## src/rtl/conv_stream_scheduler.sv

```systemverilog
// Sequences kernel load, window fill, operator job issue and result forwarding for one conv frame.
// Job issue is one cycle after the last window sample; every stage holds on its own handshake and has no combinational valid/ready path.
module conv_stream_scheduler #(
  parameter int CNT_W = 16,
  parameter int WIDTH = 64,
  parameter int LEN   = 4,
  parameter int RES_W = 128
) (
  input  logic                 clk,
  input  logic                 rst,
  input  logic                 start,
  input  logic [CNT_W-1:0]     cfg_frame_len,
  input  logic                 cfg_reload_k,
  input  logic [WIDTH-1:0]     k_data,
  input  logic                 k_valid,
  output logic                 k_ready,
  input  logic [WIDTH-1:0]     s_data,
  input  logic                 s_valid,
  output logic                 s_ready,
  output logic [LEN*WIDTH-1:0] op_kernel,
  output logic [LEN*WIDTH-1:0] op_data,
  output logic                 op_in_valid,
  input  logic                 op_in_ready,
  input  logic [RES_W-1:0]     op_result,
  input  logic                 op_out_valid,
  output logic                 op_out_ready,
  output logic [RES_W-1:0]     res_data,
  output logic                 res_last,
  output logic                 res_valid,
  input  logic                 res_ready,
  output logic                 busy,
  output logic                 cfg_err
);

  localparam int KI_W = (LEN > 1) ? $clog2(LEN) : 1;
  localparam int FC_W = $clog2(LEN + 1);
  localparam logic [CNT_W-1:0] LEN_C = CNT_W'(LEN);

  typedef enum logic [2:0] {
    S_IDLE, S_LOADK, S_FILL, S_ISSUE, S_WAIT, S_OUT
  } state_t;

  state_t                     state_q, state_d;
  logic [LEN-1:0][WIDTH-1:0]  kernel_q, kernel_d;
  logic [LEN-1:0][WIDTH-1:0]  window_q, window_d;
  logic [KI_W-1:0]            k_idx_q, k_idx_d;
  logic                       k_loaded_q, k_loaded_d;
  logic [CNT_W-1:0]           frame_len_q, frame_len_d;
  logic [CNT_W-1:0]           consumed_q, consumed_d;
  logic [FC_W-1:0]            fill_cnt_q, fill_cnt_d;
  logic                       first_q, first_d;
  logic [RES_W-1:0]           res_data_q, res_data_d;
  logic                       res_last_q, res_last_d;
  logic                       cfg_err_q, cfg_err_d;
  logic [FC_W-1:0]            fill_target;

  // The first window of a frame needs LEN fresh samples, later windows slide by one.
  assign fill_target = first_q ? FC_W'(LEN) : FC_W'(1);

  always_comb begin
    state_d     = state_q;
    kernel_d    = kernel_q;
    window_d    = window_q;
    k_idx_d     = k_idx_q;
    k_loaded_d  = k_loaded_q;
    frame_len_d = frame_len_q;
    consumed_d  = consumed_q;
    fill_cnt_d  = fill_cnt_q;
    first_d     = first_q;
    res_data_d  = res_data_q;
    res_last_d  = res_last_q;
    cfg_err_d   = 1'b0;

    case (state_q)
      S_IDLE: begin
        if (start) begin
          if (cfg_frame_len < LEN_C) begin
            cfg_err_d = 1'b1;
          end else begin
            frame_len_d = cfg_frame_len;
            consumed_d  = '0;
            fill_cnt_d  = '0;
            first_d     = 1'b1;
            if (cfg_reload_k || !k_loaded_q) begin
              k_idx_d = '0;
              state_d = S_LOADK;
            end else begin
              state_d = S_FILL;
            end
          end
        end
      end
      S_LOADK: begin
        if (k_valid) begin
          kernel_d[k_idx_q] = k_data;
          k_idx_d           = k_idx_q + KI_W'(1);
          if (k_idx_q == KI_W'(LEN - 1)) begin
            k_loaded_d = 1'b1;
            state_d    = S_FILL;
          end
        end
      end
      S_FILL: begin
        if (s_valid) begin
          // Newest sample enters the top lane; lane 0 ends up holding the oldest.
          window_d   = {s_data, window_q[LEN-1:1]};
          consumed_d = consumed_q + CNT_W'(1);
          if (fill_cnt_q + FC_W'(1) == fill_target) begin
            fill_cnt_d = '0;
            first_d    = 1'b0;
            state_d    = S_ISSUE;
          end else begin
            fill_cnt_d = fill_cnt_q + FC_W'(1);
          end
        end
      end
      S_ISSUE: begin
        if (op_in_ready) state_d = S_WAIT;
      end
      S_WAIT: begin
        if (op_out_valid) begin
          res_data_d = op_result;
          res_last_d = (consumed_q == frame_len_q);
          state_d    = S_OUT;
        end
      end
      S_OUT: begin
        if (res_ready) begin
          res_last_d = 1'b0;
          state_d    = res_last_q ? S_IDLE : S_FILL;
        end
      end
      default: state_d = S_IDLE;
    endcase
  end

  always_ff @(posedge clk or negedge rst) begin
    if (!rst) begin
      state_q     <= S_IDLE;
      kernel_q    <= '0;
      window_q    <= '0;
      k_idx_q     <= '0;
      k_loaded_q  <= 1'b0;
      frame_len_q <= '0;
      consumed_q  <= '0;
      fill_cnt_q  <= '0;
      first_q     <= 1'b0;
      res_data_q  <= '0;
      res_last_q  <= 1'b0;
      cfg_err_q   <= 1'b0;
    end else begin
      state_q     <= state_d;
      kernel_q    <= kernel_d;
      window_q    <= window_d;
      k_idx_q     <= k_idx_d;
      k_loaded_q  <= k_loaded_d;
      frame_len_q <= frame_len_d;
      consumed_q  <= consumed_d;
      fill_cnt_q  <= fill_cnt_d;
      first_q     <= first_d;
      res_data_q  <= res_data_d;
      res_last_q  <= res_last_d;
      cfg_err_q   <= cfg_err_d;
    end
  end

  assign k_ready      = (state_q == S_LOADK);
  assign s_ready      = (state_q == S_FILL);
  assign op_in_valid  = (state_q == S_ISSUE);
  assign op_out_ready = (state_q == S_WAIT);
  assign res_valid    = (state_q == S_OUT);
  assign busy         = (state_q != S_IDLE);
  assign op_kernel    = kernel_q;
  assign op_data      = window_q;
  assign res_data     = res_data_q;
  assign res_last     = res_last_q;
  assign cfg_err      = cfg_err_q;

endmodule

```

## config.mk

```make
export PLATFORM = sky130hd
export DESIGN_NAME = conv_stream_scheduler
export DESIGN_NICKNAME = d
export VERILOG_FILES = /design/src/rtl/conv_stream_scheduler.sv
export SDC_FILE = /design/constraint.sdc
export NUM_CORES = 1
export LEC_CHECK = 0
export CAP_MARGIN = 30
export CORE_AREA = 2 2 357 359
export DETAILED_ROUTE_END_ITERATION = 8
export DIE_AREA = 0 0 359 361
export GPL_TIMING_DRIVEN = 0
export PLACE_DENSITY = 0.45
export SLEW_MARGIN = 10
export SYNTH_ARGS = -nofsm -noshare
export SYNTH_HDL_FRONTEND = slang
export SYNTH_SLANG_ARGS = --single-unit
```

## constraint.sdc

```tcl
create_clock -name clk -period 4 [get_ports clk]
set_clock_uncertainty 0.15 [all_clocks]
set_input_delay 0.8 -clock clk [delete_from_list [all_inputs] [get_ports clk]]
set_output_delay 0.8 -clock clk [all_outputs]
set_load 0.05 [all_outputs]
```

==> impl_metrics.toml <==
[timing]
rsz0062_at_grt = "false"
maxSlewHeadroom_pct = 44.2
hold_violations = 0
slew_violations = 0
fin_crit_ns = 3.58
worst_pin_slew_ns = 0.837
setup-violations-final = 0
final.setup.tns_ns = 0
final.period_utilization_pct = 89.6
postLayoutSetupSlackWorst_ns = 0.417
max_freq_ghz = 0.279
worst_hold_slack_ns = 0.330

[worst_setup_path]
crit_arrival_ns = 2.63
cpPeakStageDelay_ns = 0.58
critPathCaptureType = "primary output"
cp_slowest_cell = "dlygate4sd2_1"
r2r-start = "state_q[1]"
timing.reg2reg.setup_slack_ns = 1.25
start_kind = "register"
critPathMaxFanout = 10
rr_endpoint = "op_data[59]"
worstRegToRegCells = 8
worstPathCellList = "buf_2 > nor3_1 > inv_1 > clkbuf_1 > dlygate4sd2_1"
crit_type = "register to primary output"
worstPathRequired_ns = 3.05
crit_path_start = "state_q[1]"

[flow_run]
maxCapViolCount = 0

[clock_tree]
clock_latency_ns = 0.65
cts_buffer_depth = 3
cts_sinks = 684
cts-root-buf = "clkbuf_16"
cts_tree = "yes"
clkTransAtPathRegs_ns = 0.06
cts_setup_buffers = 0
numCtsBuffers = 84
htreeDepth = 3

[floorplan]
die_area_sq_um = 130000
start_util_pct = 20.8
die_h_um = 361
rows = 130
coreArea_sq_um = 125000
die_w_um = 359
ios = 929

[route]
wl_per_cell_um = 22.1
drt-initial-drc-count = 684
ant_nets = 0
drc_errors = 0
routed_wirelength_mm = 96.5
vias = 17700
avgViaCountPerCell = 4.05
dr.pass1.iters = 4

[placement]
place.gp.congestion = 0.807
placed_area_sq_um = 37600
pre_cts_slack_ns = 0.629
hpwl_mm = 73.6
port_buffers = 928

[layout]
multi_input_area_sq_um = 8460
layout-drive-gt1-share_pct = 29.3
num-fill-cells = 12500
utilization_pct = 32.2
register_area_sq_um = 17100
final_area_sq_um = 40300
synthToLayoutAreaGrowth_pct = 54.7
finalNetCount = 2928

[grt]
gr-total-overflow = 0
grt_first_pass_wirelength_mm = 141
grt_max_degree = 113
grt_pass1_vias = 19800
grt_usage_pct = 14.6
grt_antenna_before_repair = 10

[synthesis]
yosysSeqAreaShare_pct = 65.6
ys_types = 45
synthArstFlopShare_pct = 100
synthCells = 1620
ys_warn_count = 0
synth-seq-cells = 684
synth-edff-count = 0
ys.flop_type = "dfrtp_1"
syn_avg_cell_area_sq_um = 16.1
synth.net_count = 1907
netlist_area_sq_um = 26100

[power_and_ir_drop]
switching_share_pct = 46.8
ir_worst_vdd_uv = 684
seq_power_share_pct = 28.4
p_sw_mw = 19.7
p_int_mw = 22.4
p_clk_share_pct = 18.0
p_comb_share_pct = 53.6
powerDensity_nw_per_um2 = 1040
power.leakage_nw = 17.3

[min_path]
whs_endpoint = "k_loaded_q"
hold_path.class = "register to register"
min-delay-start = "k_loaded_q"
hold_depth = 1

[status]
status = "completed"
## flip-flops by register name, summed over array words and instances (netlist names), 2 cells and up
signal and count:
consumed_q 16, frame_len_q 16, op_data 256, op_kernel 256, res_data 128, k_idx_q 2
fill_cnt_q 3, state_q 3
## cell type report
class / instances / share of cell area, %
clock buffer: 127 / 5.99
multi-input combinational: 850 / 21.0
inverter: 5 / 0.0465
buffer: 81 / 1.19
timing repair buffer: 935 / 23.5
tap: 1650 / 5.12
antenna: 7 / 0.0434
clock inverter: 23 / 0.747
sequential: 684 / 42.4
## layout by cell type, fill, tap and decap left out, types with 3 or more instances in the layout
cell	instances
a21oi_1	7
and3_1	3
buf_16	6
buf_2	46
buf_4	22
buf_6	5
bufinv_16	4
clkbuf_1	37
clkbuf_16	86
clkbuf_8	11
clkdlybuf4s50_1	926
clkinv_2	10
dfrtp_1	684
diode_2	7
ha_1	6
inv_1	4
inv_16	3
mux2_1	55
mux2_2	586
mux2i_1	5
nand2_1	63
nand2_2	3
nand2b_1	3
nand3_1	6
nand4_1	3
nor2_1	20
nor3_1	4
nor3b_1	4
nor4_1	7
o2111ai_1	5
o211ai_1	3
o21ai_0	11
o31ai_1	4
or4_1	5
xor2_1	23
## per-layer routing
layer	share of wire [%]	global-route usage [%]	vias up
met3	9.9	6.53	111
met1	36	15.2	9123
met4	2.4	4.05	4
li1	-	-	7810
met5	0.028	0	-
met2	51	26.2	632
## synthesized netlist by cell type (3+ instances only)
library cell / number / area share, %
mux2i_1: 5 / 0.19
nor3b_1: 4 / 0.12
buf_4: 22 / 0.63
or4_1: 5 / 0.14
ha_1: 6 / 0.29
o21ai_0: 11 / 0.21
dfrtp_1: 684 / 66
nand3_1: 6 / 0.12
and3_1: 3 / 0.072
buf_6: 5 / 0.22
nor4_1: 7 / 0.17
nand4_1: 3 / 0.072
o31ai_1: 4 / 0.12
inv_1: 4 / 0.058
mux2_1: 55 / 2.4
buf_2: 46 / 0.88
nand2b_1: 3 / 0.072
nor3_1: 4 / 0.077
o2111ai_1: 5 / 0.17
o211ai_1: 3 / 0.086
xor2_1: 23 / 0.77
nor2_1: 20 / 0.29
nand2_1: 63 / 0.91
a21oi_1: 7 / 0.13
mux2_2: 586 / 25
clkbuf_1: 7 / 0.10
nand2_2: 3 / 0.072
## worst max-delay path: cells and delay by family, from the launching register on
kind / cells / cell delay, ns
flip-flops: 1 / 0.35
buffers and inverters: 4 / 1.21
AND/OR/NAND/NOR: 1 / 0.41
## how the worst max path moves through the flow
stage	endpoint	depth (start not counted)
5_1_grt	busy	5
4_1_cts	busy	5
3_5_place_dp	consumed_q[14]	7
6_report	busy	5
3_3_place_gp	op_kernel[171]	1
2_1_floorplan	op_kernel[206]	8
## power groups by stage
stage | registers, mW | logic (mW) | clock network (mW)
finish | 12.0 | 22.6 | 7.56
global route | 12.4 | 23.4 | 8.16
CTS | 12.0 | 22.8 | 7.88
detailed placement | 12.1 | 22.8 | 0
global placement | 12.0 | 22.7 | 0
floorplan | 21.7 | 4.24 | 0
## stage by stage
step	instances	power [mW]
2_1_floorplan	1620	26.0
3_3_place_gp	4198	34.8
3_5_place_dp	4204	34.9
4_1_cts	4355	42.8
5_1_grt	4357	44.0
6_report	4362	42.1
## what timing repair did
item | CTS | global route
endpoints found under the setup margin | 1 | 0
hold endpoints to repair | 4 | 0
resized for setup | 1 | 0
hold buffers | 1 | 0
## logic make-up (layout without fill, tap and decap cells)
kind of cell | after synthesis | in the layout | synth area share [%]
multiplexers | 646 | 646 | 27.9
other | 0 | 7 | 0
adder cells (fa/ha/maj) | 6 | 6 | 0.288
AND/OR/NAND/NOR | 130 | 130 | 2.37
AO/OA/AOI/OAI | 43 | 43 | 1.08
XOR/XNOR | 25 | 25 | 0.840
flip-flops | 684 | 684 | 65.6
buffers and inverters | 86 | 1171 | 1.92
Note: power is estimated with default switching activity, not from simulation.
